[src/rtl/count_connected_input_feeder.sv]
// Input-side buffer for the connected-count core.
// Graphs arrive from the job distributor through a valid/ready FIFO.
// Each core request gets exactly one response, DATA_IN_LATENCY cycles later.
// A starved request produces an all-zero response with available=0.
module count_connected_input_feeder #(
  parameter int DEPTH            = 16,
  parameter int EXTRA_DATA_WIDTH = 10,
  parameter int DATA_IN_LATENCY  = 4
) (
  input  logic                        clk,
  input  logic                        rst,
  input  logic [127:0]                writeGraph,
  input  logic [EXTRA_DATA_WIDTH-1:0] writeExtraData,
  input  logic                        writeValid,
  output logic                        writeReady,
  input  logic                        request,
  output logic [127:0]                graphIn,
  output logic                        graphInAvailable,
  output logic [EXTRA_DATA_WIDTH-1:0] extraDataIn,
  output logic [$clog2(DEPTH):0]      occupancy,
  output logic [31:0]                 starvedCount
);

  localparam int PTR_W  = $clog2(DEPTH);
  localparam int OCC_W  = PTR_W + 1;
  localparam int DATA_W = 128 + EXTRA_DATA_WIDTH;

  logic [DATA_W-1:0]          mem [DEPTH];
  logic [PTR_W-1:0]           wrPtr;
  logic [PTR_W-1:0]           rdPtr;
  logic [OCC_W-1:0]           occCount;
  logic [31:0]                starvedCountReg;
  logic [DATA_IN_LATENCY-1:0] stageValid;
  logic [DATA_W-1:0]          stageData [DATA_IN_LATENCY];

  logic doPush;
  logic doPop;
  logic doStarve;

  // Ready depends only on the registered occupancy, so a pop while full
  // frees space one cycle later rather than combinationally.
  assign writeReady = (occCount != OCC_W'(DEPTH));
  assign doPush     = writeValid & writeReady;
  assign doPop      = request & (occCount != '0);
  assign doStarve   = request & (occCount == '0);

  assign occupancy        = occCount;
  assign starvedCount     = starvedCountReg;
  assign graphInAvailable = stageValid[DATA_IN_LATENCY-1];
  assign graphIn          = stageData[DATA_IN_LATENCY-1][DATA_W-1:EXTRA_DATA_WIDTH];
  assign extraDataIn      = stageData[DATA_IN_LATENCY-1][EXTRA_DATA_WIDTH-1:0];

  // Storage write; the array itself needs no reset since occupancy guards reads.
  always_ff @(posedge clk) begin
    if (rst && doPush) begin
      mem[wrPtr] <= {writeGraph, writeExtraData};
    end
  end

  // Pointers wrap naturally because DEPTH is a power of two.
  always_ff @(posedge clk) begin
    if (!rst) begin
      wrPtr <= '0;
      rdPtr <= '0;
    end else begin
      if (doPush) wrPtr <= wrPtr + PTR_W'(1);
      if (doPop)  rdPtr <= rdPtr + PTR_W'(1);
    end
  end

  // Occupancy counter kept separately from the pointers (0..DEPTH inclusive).
  always_ff @(posedge clk) begin
    if (!rst) begin
      occCount <= '0;
    end else begin
      unique case ({doPush, doPop})
        2'b10:   occCount <= occCount + OCC_W'(1);
        2'b01:   occCount <= occCount - OCC_W'(1);
        default: occCount <= occCount;
      endcase
    end
  end

  // Saturating count of requests that found the FIFO empty.
  always_ff @(posedge clk) begin
    if (!rst) begin
      starvedCountReg <= '0;
    end else if (doStarve && (starvedCountReg != '1)) begin
      starvedCountReg <= starvedCountReg + 32'd1;
    end
  end

  // Response delay line. Stage 0 holds the storage read, so any RAM read
  // latency lives inside the DATA_IN_LATENCY budget. Starved tokens travel
  // as all-zero entries, which look identical to idle cycles downstream.
  always_ff @(posedge clk) begin
    if (!rst) begin
      stageValid <= '0;
      for (int i = 0; i < DATA_IN_LATENCY; i++) begin
        stageData[i] <= '0;
      end
    end else begin
      stageValid[0] <= doPop;
      stageData[0]  <= doPop ? mem[rdPtr] : '0;
      for (int i = 1; i < DATA_IN_LATENCY; i++) begin
        stageValid[i] <= stageValid[i-1];
        stageData[i]  <= stageData[i-1];
      end
    end
  end

endmodule

[config.mk]
export PLATFORM = sky130hd
export DESIGN_NAME = count_connected_input_feeder
export DESIGN_NICKNAME = d
export VERILOG_FILES = /design/src/rtl/count_connected_input_feeder.sv
export SDC_FILE = /design/constraint.sdc
export NUM_CORES = 2
export LEC_CHECK = 0
export ABC_AREA = 1
export CELL_PAD_IN_SITES_DETAIL_PLACEMENT = 1
export CELL_PAD_IN_SITES_GLOBAL_PLACEMENT = 1
export CORE_ASPECT_RATIO = 0.9
export CORE_UTILIZATION = 30
export CTS_CLUSTER_SIZE = 12
export DETAILED_ROUTE_END_ITERATION = 16
export PLACE_DENSITY = 0.62
export RECOVER_POWER = 25
export SYNTH_ARGS = -nofsm -noshare
export SYNTH_HDL_FRONTEND = slang
export SYNTH_SLANG_ARGS = --single-unit
[constraint.sdc]
create_clock -name clk -period 12.2 [get_ports clk]
set_input_delay 2.44 -clock clk [delete_from_list [all_inputs] [get_ports clk]]
set_output_delay 2.44 -clock clk [all_outputs]
set_load 0.02 [all_outputs]
==> flow_summary.ini <==
[floorplan]
die_y_um = 561
core_sq_um = 344000
num_rows = 204
io_pins = 319
initial_core_util_pct = 30.3
dieArea_sq_um = 350000
die_w_um = 623

[global_routing]
globalRouteMet1Util_pct = 24.2
grt-busiest-layer = met2
antenna_found_initial = 77
overflow = 0
grt_pass1_vias = 68230
grt_max_degree = 202
grt_pass1_wl_um = 454000
grt.met3_usage_pct = 2.34
grt_use_total_pct = 17.1
use_met2_pct = 27.3

[outcome]
outcome = completed

[yosys]
synthTopCellsByArea = edfxtp_1 64%, dfxtp_1 12%, nor2_1 6.3%
synth_top_area_share_pct = 63.6
synth.most_common_cell = edfxtp_1
synthesis.nets = 8605
synth_top_area_cell = edfxtp_1
ys_types = 31
synth-edff-count = 2208
synthTopCellsByCount = 2,208 x edfxtp_1, 1,752 x nor2_1, 1,083 x o21ai_0
synth_ff_type = edfxtp_1
yosysSeqAreaShare_pct = 75.3
syn_area_sq_um = 104000
yosys_warnings = 0
ys_ff_latch = 2813
syn_area_per_cell_sq_um = 12.3
async_flop_share_pct = 0
synthCells = 8452

[finish]
drive_above_1_share_pct = 6.28
nFillCells = 36526
area.growth.synth_to_final_pct = 16.8
final-seq-area_sq_um = 78400
stdcell_count = 13470
nets = 8802
multi_input_area_sq_um = 21400
design_area_sq_um = 122000

[sta]
finalHoldViolations = 0
fin_crit_sh_pct = 49.7
setup_violations = 0
relSlewSlack_pct = 23.3
clock_skew_ps = 46.4
tightest_slew_ps = 1150
fin_crit_ps = 6060
drv_slew = 0
finalSetupTns_ps = 0
rsz0062_at_grt = false
timing.fmax_mhz = 165

[placed_design]
routabilityCongestion = 0.763
place_area_sq_um = 112000
dp_hpwl_um = 167000
portBuffers = 318
place_inst = 12869

[setup_path]
slowest_stage = nor2_4
cp-start-kind = primary input
path_buf_inv = 4
r2r_slack_ps = 7160
crit_required_ps = 12720
timing.rr.end = stageData[0][121]$_SDFF_PN0_
cp_max_fo = 113
critPathKind = in2reg
crit_path_cell_trace = buf_8, inv_1, nor2_1, nand2_1, nor2_4, buf_4, buf_4
slowest_delay_ps = 940
rr_worst_depth = 8
critical-path-top-delay-family = buffers and inverters
crit_path_end_kind = flip-flop
cp.depth = 7
critPathLaunch = rst
cpMostUsedCell = buf_4
critPathArrivalTime_ps = 6580
crit_path_end = mem[2][118]$_DFFE_PP_

[clocking]
htree_levels = 5
cts-root-buf = clkbuf_16
post_cts_resized = 0
cts_tree = built
clock_latency_ps = 920
postCtsSetupBuffers = 0
cts.clk_slew.worst_paths_ps = 50
cts_hold_buf = 0
cts_buffer_depth = 4
cts_made_buffers = 310
clkSinkCount = 2813

[power]
leakage_nw = 42.7
ir_drop_uv = 139
power_mw = 24.2
power_density_nw_per_um2 = 199

[routing]
viasPerCell = 4.93
first_pass_iters = 5
post_drt_wl_per_cell_um = 22.8
route.detailed.drc = 0
wirelength_um = 307000
first_iter_violations = 5816
antenna_left = 0
vias = 66434

[job]
maxCapViolations = 0

[hold_path]
whs_path_depth = 2
hold_class = reg2reg
cells in the final DEF, fill, tap and decap left out, types with 3 or more instances in the layout:
cell             count
clkdlybuf4s50_1    230
dfxtp_4              4
o211ai_1           487
o21ai_0           1083
a21oi_1            238
buf_12              15
ha_1                10
clkinv_1            33
bufinv_16           10
inv_8                4
clkinv_2            27
clkbuf_16          319
inv_1              536
xor2_1              11
inv_6               12
nor2_4              18
o21ai_1             35
edfxtp_1          2208
clkinv_8             7
nand3_1            304
clkbuf_1            99
inv_16               3
dlygate4sd3_1       87
diode_2             40
clkbuf_8            41
clkinvlp_4           5
dfxtp_1            601
nor2_1            1736
xnor2_1              6
nand2_1            625
nand4_1              4
buf_4               81
how the worst min path moves through the flow:
stage / to / start / slack [ps]
final: stageData[3][86]$_SDFF_PN0_ / stageData[2][86]$_SDFF_PN0_ / 400
after global routing: stageData[3][86]$_SDFF_PN0_ / stageData[2][86]$_SDFF_PN0_ / 420
after CTS: stageData[3][86]$_SDFF_PN0_ / stageData[2][86]$_SDFF_PN0_ / 400
after detailed placement: stageData[3][134]$_SDFF_PN0_ / stageData[2][134]$_SDFF_PN0_ / 400
after global placement: stageData[2][45]$_SDFF_PN0_ / stageData[1][45]$_SDFF_PN0_ / 400
after floorplan: stageData[1][0]$_SDFF_PN0_ / stageData[0][0]$_SDFF_PN0_ / 390
final cells by class:
cell class,instances,area share (%)
Antenna cell,40,0.0823
Inverter,541,1.71
Tap cell,4532,4.66
Clock inverter,99,0.762
Sequential cell,2813,64.5
Timing Repair Buffer,414,3.37
Multi-Input combinational cell,4569,17.6
Clock buffer,462,7.34
kinds of logic (layout without fill, tap and decap cells):
logic type,count (synthesis),count (layout),share of synthesized area (%)
flip-flops,2813,2813,75.3
AND/OR/NAND/NOR,2697,2697,10.1
AO/OA/AOI/OAI,1844,1844,10.0
buffers and inverters,1070,1516,4.28
XOR/XNOR,17,17,0.143
adder cells (fa/ha/maj),11,11,0.139
other,0,40,0
worst min-delay path: cells and delay by family, from the launching register on:
kind                   cells  cell delay [ps]
buffers and inverters      1               40
AND/OR/NAND/NOR            1               50
flip-flops                 1              300
through the flow:
step | hold WS [ps] | worst slack [ps] | util [%]
final | 398 | 6140 | 35.3
after global routing | 421 | 5830 | 35.3
after CTS | 403 | 6130 | 35.3
after detailed placement | 400 | 5170 | 32.4
after global placement | 397 | 5190 | 32.4
after floorplan | 390 | 2960 | -
report_power, final:
part	switching [mW]	internal, mW
logic	2.99	1.15
registers	0.251	10.7
clock network	3.85	5.30
total	7.09	17.1
state kept, by name, indices dropped and copies added (netlist names), named ones only:
| name | count |
|---|---|
| starvedCount | 32 |
| stageData | 552 |
| rdPtr | 4 |
| wrPtr | 4 |
| mem | 2208 |
| occupancy | 5 |
| stageValid | 4 |
metal layers:
metal	vias to the layer above	part of all wire, %
met3	477	4.9
met2	1626	46
met1	34300	46
met4	12	2.5
met5	-	0.024
li1	30019	-
Power figures use the tool's default switching activity.
